$ cat src/rtl/sync_pkg.sv
// Shared constants and helpers for the multi-channel synchronizer/filter.
package sync_pkg;

    localparam int SYNC_MIN_STAGES = 2;
    localparam int SYNC_MAX_FILTER = 255;

    // Counter must hold 0..filter; never narrower than one bit.
    function automatic int cnt_width(input int filter);
        return (filter < 1) ? 1 : $clog2(filter + 1);
    endfunction

endpackage

$ cat src/rtl/sync_filter_bit.sv
// One channel: synchronizer chain, stability counter and registered edge pulses.
module sync_filter_bit
    import sync_pkg::*;
#(
    parameter int   STAGES  = 2,
    parameter int   FILTER  = 0,
    parameter logic RST_VAL = 1'b0
) (
    input  logic clk,
    input  logic rst_n,
    input  logic din,
    output logic q,
    output logic rise,
    output logic fall
);

    localparam int            CW      = cnt_width(FILTER);
    localparam logic [CW-1:0] CNT_MAX = CW'(FILTER);

    (* ASYNC_REG = "TRUE" *) logic [STAGES-1:0] chain;
    logic [CW-1:0] cnt;
    logic          s;
    logic          take;

    assign s    = chain[STAGES-1];
    assign take = (s != q) && (cnt == CNT_MAX);

    always_ff @(posedge clk or negedge rst_n) begin
        if (!rst_n) begin
            chain <= {STAGES{RST_VAL}};
        end else begin
            chain <= {chain[STAGES-2:0], din};
        end
    end

    // cnt counts consecutive mismatch cycles already seen; any match restarts it.
    always_ff @(posedge clk or negedge rst_n) begin
        if (!rst_n) begin
            q    <= RST_VAL;
            cnt  <= '0;
            rise <= 1'b0;
            fall <= 1'b0;
        end else begin
            rise <= take & s;
            fall <= take & ~s;
            if ((s == q) || take) begin
                cnt <= '0;
            end else begin
                cnt <= cnt + CW'(1);
            end
            if (take) begin
                q <= s;
            end
        end
    end

endmodule

$ cat src/rtl/sync_filter_n.sv
// WIDTH independent async level inputs synchronized, stability-filtered, with edge pulses.
module sync_filter_n
    import sync_pkg::*;
#(
    parameter int               STAGES  = 2,
    parameter int               WIDTH   = 4,
    parameter int               FILTER  = 0,
    parameter logic [WIDTH-1:0] RST_VAL = '0
) (
    input  logic             clk,
    input  logic             rst_n,
    input  logic [WIDTH-1:0] din,
    output logic [WIDTH-1:0] q,
    output logic [WIDTH-1:0] rise,
    output logic [WIDTH-1:0] fall
);

    if (STAGES < SYNC_MIN_STAGES) begin : g_bad_stages
        $error("sync_filter_n: STAGES must be at least %0d", SYNC_MIN_STAGES);
    end
    if ((FILTER < 0) || (FILTER > SYNC_MAX_FILTER)) begin : g_bad_filter
        $error("sync_filter_n: FILTER must be within 0..%0d", SYNC_MAX_FILTER);
    end

    // No cross-channel coherency: each bit settles on its own schedule.
    for (genvar i = 0; i < WIDTH; i++) begin : g_bit
        sync_filter_bit #(
            .STAGES  (STAGES),
            .FILTER  (FILTER),
            .RST_VAL (RST_VAL[i])
        ) u_bit (
            .clk   (clk),
            .rst_n (rst_n),
            .din   (din[i]),
            .q     (q[i]),
            .rise  (rise[i]),
            .fall  (fall[i])
        );
    end

endmodule

$ cat config.mk
export PLATFORM = sky130hd
export DESIGN_NAME = sync_filter_n
export DESIGN_NICKNAME = d
export VERILOG_FILES = /design/src/rtl/sync_pkg.sv /design/src/rtl/sync_filter_bit.sv /design/src/rtl/sync_filter_n.sv
export SDC_FILE = /design/constraint.sdc
export NUM_CORES = 1
export LEC_CHECK = 0
export CAP_MARGIN = 40
export CORE_ASPECT_RATIO = 0.7
export CORE_UTILIZATION = 42
export DETAILED_ROUTE_END_ITERATION = 8
export PLACE_DENSITY = 0.71
export SLEW_MARGIN = 0
export SYNTH_ARGS = -nofsm -noshare
export SYNTH_HDL_FRONTEND = slang
export SYNTH_SLANG_ARGS = --single-unit
$ cat constraint.sdc
create_clock -name clk -period 0.8 [get_ports clk]
set_input_delay 0.08 -clock clk [delete_from_list [all_inputs] [get_ports clk]]
set_output_delay 0.08 -clock clk [all_outputs]
set_load 0.02 [all_outputs]
==> summary.md, run 1 <==
| Metric | Value |
|---|---|
| Status | finished with violations |
| Failing checks | setup timing |
| CP Capture Type | output pin |
| Critical Path Fanout Max | 2 |
| Synth top cells by count | dfrtp_1 (24), buf_4 (12), nor3b_1 (8) |
| First-pass GRT wire length | 1752 µm |
| Layout area overhead | 36.10% |
| Final RePlAce weighted congestion | a little under 0.6 |
| Final Hold Fails | 0 |
| Initial DRC Count | 2 |
| TritonCTS clock tree | yes |
| WL/cell | 12.27 µm |
| Cell Chain, Critical Path | buf_6 |
| Clock Sinks | 24 |
| Top cell type's share of synthesized area | roughly three quarters |
| Routed wire length | roughly 1100 µm |
| CTS root buffer | clkbuf_4 |
| Ys Warns | 0 |
| Port Buf Inserts | 17 |
| #FFs+latches synth | 24 |
| Mapped Cells | a little under 50 |
| # setup viols final | 17 |
| Gr usage total | between 10 and 15% |
| Hold_buf cts | 0 |
| Clk_skew | between 0.0015 and 0.002 ns |
| P per Cell Area | a little over 2000 nW/µm² |
| Leakage | ~0.52 nW |
| Top-count cell post-synth | dfrtp_1 |
| Req. time, crit path | slightly above 0.7 ns |
| I/O pin count | 18 |
| Tmin final | around 0.95 ns |
| Die area | between 2000 and 2500 µm² |
| Mux cell area share after synthesis | between 7 and 8% |
| Layout cells sized above 1 | 50.75% |
| Slew Limit Fails | 0 |
| Initial Util | around half |
| Hold slack | roughly 0.10 ns |
| Die H | 38.85 µm |
| Detailed placement HPWL | 677 µm |
| Initial antenna violation count | 0 |
| Placed cell areas | ~980 µm² |
| Post-Synthesis Cell Area | around 810 µm² |
| Synth Area per Inst | 16.62 µm² |
| Worst-Skew Late Latency | between 0.3 and 0.4 ns |
| Post-synth ARST share | between 90% and 100% |
| Bufs and invs on worst path | 1 |
| Post-synthesis sequential area ratio | approximately 74% |
| Post-route setup slack | -0.1525 ns |
| TritonRoute pass-1 iters | 2 |
| Die width | between 50 and 60 µm |
| Simple-gate share of the synthesized area | between 7 and 8% |
| Overall power | ~2.3 mW |
| FP Rows | 12 |
| Period utilisation layout | 119.1% |
| Crit path DAT | 0.87 ns |
| Max Fclk | between 1000 and 1500 MHz |
| Crit Path Category | register to output pin |
| Worst VDD drop | roughly 1.7 mV |
| Routed Antenna Nets | 0 |
| Largest net degree at the start of global routing | 25 |
| Delay-heaviest family, CP | flip-flops |
| CTS max path bufs | 2 |
| Largest family of logic cells by synthesized area | buffers and inverters |
| Clock-pin slew on the worst setup and hold paths | about 0.12 ns |
| Num CTS Buffers | 3 |
| Synth Area in XOR/XNOR | 0% |
| Via Count | between 300 and 400 |
| Core region area | approximately 1700 µm² |
| Area leader, netlist | dfrtp_1 |
| DR vias/cell | between 4 and 5 |
| Primary FF master, synth | dfrtp_1 |
| RSZ-0062 raised after global routing | yes |
| # nets final | 74 |
| Compound-Gate Fraction of Synth Area | 0% |
| Place WS | -0.2634 ns |
| Vias in the first global route | 409 |
| Synth unique cells | 5 |
| H-tree depth | 1 |
| CP max-delay cell | dfrtp_1 |
| Post-Synth Adder-Cell Area | 0% |
| Hold Path Class | primary input to async pin |
| DRC viols | 0 |
| # diodes | 0 |
| CP startpoint kind | register |
| Overflow after GRT | 0 |
| Ranking of synthesized cells by area | dfrtp_1 (74%), buf_4 (11%), mux2_4 (7.4%), nor3b_1 (7.4%), conb_1 (0.46%) |
| Crit-path max cell delay | 0.43 ns |
| Final instance area | roughly 1100 µm² |
| Post-synth EDFFs | 0 |
| Max-Cap Viols | 0 |
-- where the power goes --
part	internal (mW)	switching (mW)	leakage [nW]
Combinational	0.203	0.128	0.208
Sequential	1.28	0.0570	0.294
Clock	0.278	0.337	0.0210
Total	1.77	0.521	0.523
-- per-stage QoR --
stage | cells | TNS (ns) | utilization (%)
after floorplan | 52 | 0 | -
after global placement | 83 | -2.354 | 57.89
after detailed placement | 83 | -2.556 | 57.89
after CTS | 88 | -2.087 | 62.83
after global routing | 88 | -2.680 | 65.34
final | 88 | -1.902 | 65.34
-- layout make-up --
class | instances | area, µm²
fillers | 120 | 588.1
multi-input cells | 16 | 187.7
flip-flops and latches | 24 | 600.6
well taps | 21 | 26.28
repair buffers | 23 | 257.7
clock buffers | 4 | 36.28
-- layer usage --
layer / track usage [%] / vias to the layer above / wire, µm
met5: 0 / - / 0
met4: 3.846 / 0 / 0
met3: 7.451 / 0 / 84
met2: 22.59 / 14 / 545
met1: 13.11 / 194 / 450
li1: - / 180 / -
-- worst paths after layout --
kind	from	end	slack, ns	depth (start not counted)
max	g_bit[1].u_bit.q	q[1]	-0.15	1
min	rst_n	g_bit[1].u_bit.chain[0]	0.10	2
max reg2reg	g_bit[0].u_bit.q	g_bit[0].u_bit.q	-0.12	2
min reg2reg	g_bit[1].u_bit.chain[0]	g_bit[1].u_bit.chain[1]	0.36	0
max in group asynchronous	rst_n	g_bit[0].u_bit.chain[1]	0.56	2
min in group clk	din[2]	g_bit[2].u_bit.chain[0]	0.19	1
-- flip-flops by register name, indices dropped and copies added (netlist names) --
name,count
g_bit.u_bit.chain,8
g_bit.u_bit.q,4
g_bit.u_bit.cnt,4
g_bit.u_bit.fall,4
g_bit.u_bit.rise,4
-- cell usage in the layout, fill, tap and decap left out --
cell and instances:
dfrtp_1 24, buf_6 16, nor3b_2 6, clkdlybuf4s50_1 5, mux2_4 4, conb_1 4, clkbuf_4 3, nor3b_4 2
clkbuf_8 1, buf_12 1, buf_4 1
-- kinds of logic after synthesis --
kind of cell / after synthesis
muxes: 4
DFF: 24
buffers and inverters: 12
other: 1
and+or+nand+nor: 8
-- what timing repair did --
action | 4_1_cts | 5_1_grt
pin swaps | 0 | 1
resized for setup | 77 | 9
setup endpoints to repair | 18 | 23
setup buffers | 1 | 0
Power figures use the tool's default switching activity.
==> inputs of run 2 (changes only) <==
--- a/config.mk
+++ b/config.mk
@@ -6,10 +6,9 @@
 export NUM_CORES = 1
 export LEC_CHECK = 0
 export CAP_MARGIN = 40
-export CORE_ASPECT_RATIO = 0.7
 export CORE_UTILIZATION = 42
 export DETAILED_ROUTE_END_ITERATION = 8
-export PLACE_DENSITY = 0.71
+export PLACE_DENSITY_LB_ADDON = 0.1
 export SLEW_MARGIN = 0
 export SYNTH_ARGS = -nofsm -noshare
 export SYNTH_HDL_FRONTEND = slang
==> summary.md, run 2 (synthesis results as in run 1) <==
| Metric | Value |
|---|---|
| Status | finished with violations |
| Failing checks | setup timing |
| Clock-pin slew on the worst setup and hold paths | around 0.12 ns |
| Port Buf Inserts | 17 |
| Final Hold Fails | 0 |
| Layout area overhead | 39.02% |
| H-tree depth | 1 |
| Worst-Skew Late Latency | ~0.30 ns |
| Overflow after GRT | 0 |
| Req. time, crit path | ~0.72 ns |
| Tmin final | between 0.9 and 1 ns |
| Hold Path Class | primary input to async pin |
| # nets final | 77 |
| Leakage | 0.5360 nW |
| First-pass GRT wire length | 1614 µm |
| Die width | 46.04 µm |
| CP max-delay cell | dfrtp_1 |
| # fillers | between 100 and 150 |
| Cell Chain, Critical Path | buf_6 |
| Critical Path Fanout Max | 2 |
| # diodes | 0 |
| Gr usage total | 11.60% |
| Num CTS Buffers | 3 |
| Delay-heaviest family, CP | flip-flops |
| Routed wire length | between 900 and 1000 µm |
| Final RePlAce weighted congestion | between 0.7 and 0.8 |
| CP startpoint kind | register |
| Post-route setup slack | -0.1328 ns |
| Fin cells | 95 |
| Vias in the first global route | about 360 |
| CTS root buffer | clkbuf_4 |
| Final instance area | about 1100 µm² |
| Crit-path max cell delay | 0.42 ns |
| Clock Sinks | 24 |
| R2R Path Start | g_bit[1].u_bit.q |
| # setup viols final | 16 |
| Initial antenna violation count | 0 |
| Area of the multi-input gates | 175.2 µm² |
| I/O pin count | 18 |
| Slew Limit Fails | 0 |
| Via Count | ~400 |
| Routed Antenna Nets | 0 |
| Die area | roughly 2100 µm² |
| Initial Util | between 40 and 50% |
| R2r setup slk | -0.10 ns |
| DRC viols | 0 |
| Worst R2R Path Depth | 2 |
| Fin util | around 64% |
| Layout cells sized above 1 | 52.86% |
| CTS max path bufs | 2 |
| Max reg flops | 8 |
| WL/cell | 10.14 µm |
| TritonRoute pass-1 iters | 2 |
| Dpl cells | 91 |
| RSZ-0062 raised after global routing | yes |
| Reg-to-reg critical path endpoint | g_bit[1].u_bit.q |
| DR vias/cell | ~4.2 |
| Commonest non-fill, non-tap cell in the layout | dfrtp_1 |
| P per Cell Area | ~2200 nW/µm² |
| FP Rows | 15 |
| Die H | around 46 µm |
| Most frequent cells in the layout | dfrtp_1 (24), buf_6 (14), nor3b_2 (8) |
| CP Capture Type | output pin |
| Period utilisation layout | 116.6% |
| Crit Path Category | register to output pin |
| Placed cell areas | 1017 µm² |
| Register Area | around 600 µm² |
| Place WS | -0.2065 ns |
| Hold_buf cts | 0 |
| Post CTS Setup Buffer Count | 0 |
| Max Fclk | about 1100 MHz |
| Largest net degree at the start of global routing | 25 |
| Core region area | ~1800 µm² |
| TritonCTS clock tree | yes |
| Most flops, register | g_bit.u_bit.chain |
| Setup TNS Final | -1.730 ns |
| Max-Cap Viols | 0 |
| Clk_skew | about 0.0025 ns |
| Initial DRC Count | 3 |
| Bufs and invs on worst path | 1 |
| Crit path DAT | approximately 0.85 ns |
| Worst VDD drop | 1.404 mV |
## run 2: changes by cell type in the layout (fill, tap and decap cells not counted), sizes merged
cell    delta
clkbuf     -1
buf        +3
bufinv     +1
## run 2: how the worst max path moves through the flow
| stage | endpoint | slack, ns | cells past startpoint | start |
|---|---|---|---|---|
| 2_1_floorplan | g_bit[1].u_bit.q | 0.007 | 1 | g_bit[1].u_bit.cnt |
| 3_3_place_gp | q[1] | -0.20 | 1 | g_bit[1].u_bit.q |
| 3_5_place_dp | q[1] | -0.21 | 1 | g_bit[1].u_bit.q |
| 4_1_cts | q[1] | -0.15 | 1 | g_bit[1].u_bit.q |
| 5_1_grt | q[0] | -0.17 | 1 | g_bit[0].u_bit.q |
| 6_report | q[0] | -0.13 | 1 | g_bit[0].u_bit.q |
## run 2: report_power, final
part	switching, mW	leakage (nW)	internal (mW)
Clock	0.332	0.0279	0.506
Combinational	0.132	0.214	0.200
Sequential	0.0428	0.294	1.28
Total	0.506	0.536	1.99
## run 2: cell type report
cell class                 instances  share of cell area [%]
clock buffer                       3                   1.989
clock inverter                     1                   2.652
timing repair buffer              26                   24.09
sequential                        24                   53.04
tap                               25                   2.762
multi-input combinational         16                   15.47
## run 2: metrics by stage
stage	total power [mW]	hold WS [ns]
2_1_floorplan	1.508	-0.2156
3_3_place_gp	1.642	0.3332
3_5_place_dp	1.644	0.3347
4_1_cts	2.519	0.09730
5_1_grt	2.597	0.1008
6_report	2.496	0.1017
## run 2: metal layers
layer / up-vias / global-route usage [%] / routed length [µm]
li1: 186 / - / -
met1: 205 / 14.29 / 375
met2: 10 / 17.75 / 545
met3: 2 / 2.381 / 31
met4: 0 / 8.824 / 11
met5: - / 0 / 0
## run 2: repair_timing
item / in CTS / in global routing
gates resized for setup: 79 / 3
pin swaps: 0 / 5
endpoints found under the setup margin: 22 / 24
cloned: 0 / 0
==> inputs of run 3 (changes only) <==
--- a/config.mk
+++ b/config.mk
@@ -5,6 +5,7 @@
 export SDC_FILE = /design/constraint.sdc
 export NUM_CORES = 1
 export LEC_CHECK = 0
+export ABC_CLOCK_PERIOD_IN_PS = 800
 export CAP_MARGIN = 40
 export CORE_UTILIZATION = 42
 export DETAILED_ROUTE_END_ITERATION = 8
@@ -13,3 +14,4 @@
 export SYNTH_ARGS = -nofsm -noshare
 export SYNTH_HDL_FRONTEND = slang
 export SYNTH_SLANG_ARGS = --single-unit
+export TNS_END_PERCENT = 5
==> summary.md, run 3 (synthesis results as in run 1) <==
| Metric | Value |
|---|---|
| Met3 wire len | about 36 µm |
| Max reg flops | 8 |
| Routed wire length | 973 µm |
| DRC viols | 0 |
| Bufs and invs on worst path | 1 |
| RSZ-0062 raised after global routing | yes |
| Sw frac | between 20 and 25% |
| Die width | between 40 and 50 µm |
| Clock-pin slew on the worst setup and hold paths | ~0.12 ns |
| # fillers | ~160 |
| Crit Path Category | register to output pin |
| Worst R2R Path Depth | 2 |
| Post-route setup slack | -0.1283 ns |
| Die area | between 2000 and 2500 µm² |
| CP max-delay cell | dfrtp_1 |
| Worst-Skew Late Latency | roughly 0.3 ns |
| Worst VDD drop | about 1.4 mV |
| CP Capture Type | output pin |
| FP Rows | 15 |
| Cell Chain, Critical Path | buf_6 |
| Most flops, register | g_bit.u_bit.chain |
| I/O pin count | 18 |
| Initial antenna violation count | 0 |
| Leakage | ~0.52 nW |
| Number of cells on the critical path | 1 |
| Max-Cap Viols | 0 |
| CP startpoint kind | register |
| Failing checks | setup timing |
| Post CTS Setup Buffer Count | 0 |
| Core region area | 1764 µm² |
| H-tree depth | 1 |
| Place WS | -0.2065 ns |
| CTS root buffer | clkbuf_4 |
| WL/cell | 10.24 µm |
| # diodes | 0 |
| Part of the power in registers | 53.7% |
| Overall power | 2.456 mW |
| DRT met1 WL | roughly 390 µm |
| # nets final | 77 |
| Req. time, crit path | 0.72 ns |
| Clock power frac | about 34% |
| Setup TNS Final | -1.771 ns |
| Status | finished with violations |
| Gate power share | around 12% |
| Commonest non-fill, non-tap cell in the layout | dfrtp_1 |
| P per Cell Area | 2298 nW/µm² |
| Layout cells sized above 1 | around 53% |
| Clk_skew | approximately 0.0019 ns |
| Clock Sinks | 24 |
| Crit-path max cell delay | between 0.4 and 0.5 ns |
| Final RePlAce weighted congestion | just over 0.7 |
| Switching power | 0.5007 mW |
| Hold Path Class | primary input to async pin |
| Internal Power | about 2.0 mW |
| Final Hold Fails | 0 |
| Routed Antenna Nets | 0 |
| Max Fclk | 1077 MHz |
| First-pass GRT wire length | between 1500 and 2000 µm |
| Slew Limit Fails | 0 |
| Period utilisation layout | 116.0% |
| Gr usage total | between 10% and 20% |
| Port Buf Inserts | 17 |
| DR vias/cell | 4.263 |
| Top Layer Used | met4 |
| Critical Path Fanout Max | 2 |
| TritonCTS clock tree | yes |
| Tmin final | around 0.93 ns |
| Die H | around 46 µm |
| Crit path DAT | 0.85 ns |
| Most frequent cells in the layout | dfrtp_1 (24), buf_2 (9), nor3b_2 (8), buf_4 (8), clkdlybuf4s50_1 (5) |
| Hold slack | a little over 0.1 ns |
| TritonRoute pass-1 iters | 2 |
| Largest net degree at the start of global routing | 25 |
| Initial Util | about 46% |
| Overflow after GRT | 0 |
| # setup viols final | 16 |
| Hold_buf cts | 0 |
| Via Count | 405 |
| Delay-heaviest family, CP | flip-flops |
| CTS max path bufs | 2 |
| WL met2 | between 500 and 600 µm |
| Num CTS Buffers | 3 |
| Initial DRC Count | 3 |
| Layout area overhead | 31.18% |
| Vias in the first global route | 360 |
-- run 3: cell count changes in the layout (fill, tap and decap cells not counted) --
cell	before	now
buf_2	0	9
buf_4	6	8
buf_6	14	3
-- run 3: routing by layer --
metal  vias up  global-route usage [%]
li1        187                       -
met1       206                   14.29
met2        10                   17.75
met3         2                   2.381
met4         0                   8.824
met5         -                       0
-- run 3: worst paths after layout --
path / startpoint / to / slack (ns)
setup / recovery: g_bit[1].u_bit.q / q[1] / -0.13
hold / removal: rst_n / g_bit[2].u_bit.chain[0] / 0.10
setup reg to reg: g_bit[1].u_bit.q / g_bit[1].u_bit.q / -0.10
hold reg to reg: g_bit[2].u_bit.chain[0] / g_bit[2].u_bit.chain[1] / 0.36
max in group asynchronous: rst_n / g_bit[0].u_bit.q / 0.56
min in group clk: din[3] / g_bit[3].u_bit.chain[0] / 0.20
-- run 3: power groups by stage --
stage / combinational [mW] / sequential, mW / clock (mW)
after detailed placement: 0.304 / 1.34 / 0
after CTS: 0.290 / 1.32 / 0.864
final: 0.298 / 1.32 / 0.839
after floorplan: 0.166 / 1.34 / 0
after global routing: 0.323 / 1.33 / 0.903
after global placement: 0.304 / 1.34 / 0
-- run 3: layout make-up --
class	count	area, µm²	area share, %
flip-flops and latches	24	600.6	56.21
repair buffers	26	209.0	19.56
multi-input cells	16	175.2	16.39
well taps	25	31.28	2.927
clock inverters	1	30.03	2.810
clock buffers	3	22.52	2.108
-- run 3: through the flow --
stage | instances | utilization, % | cell area, µm²
after floorplan | 52 | - | 825.8
after global placement | 91 | 57.66 | 1017
after detailed placement | 91 | 57.66 | 1017
after CTS | 95 | 59.65 | 1052
after global routing | 95 | 60.57 | 1069
final | 95 | 60.57 | 1069
-- run 3: what timing repair did --
item                       in CTS  in global routing
resized for setup              58                  4
setup endpoints to repair      22                 24
pin swaps                       0                  5
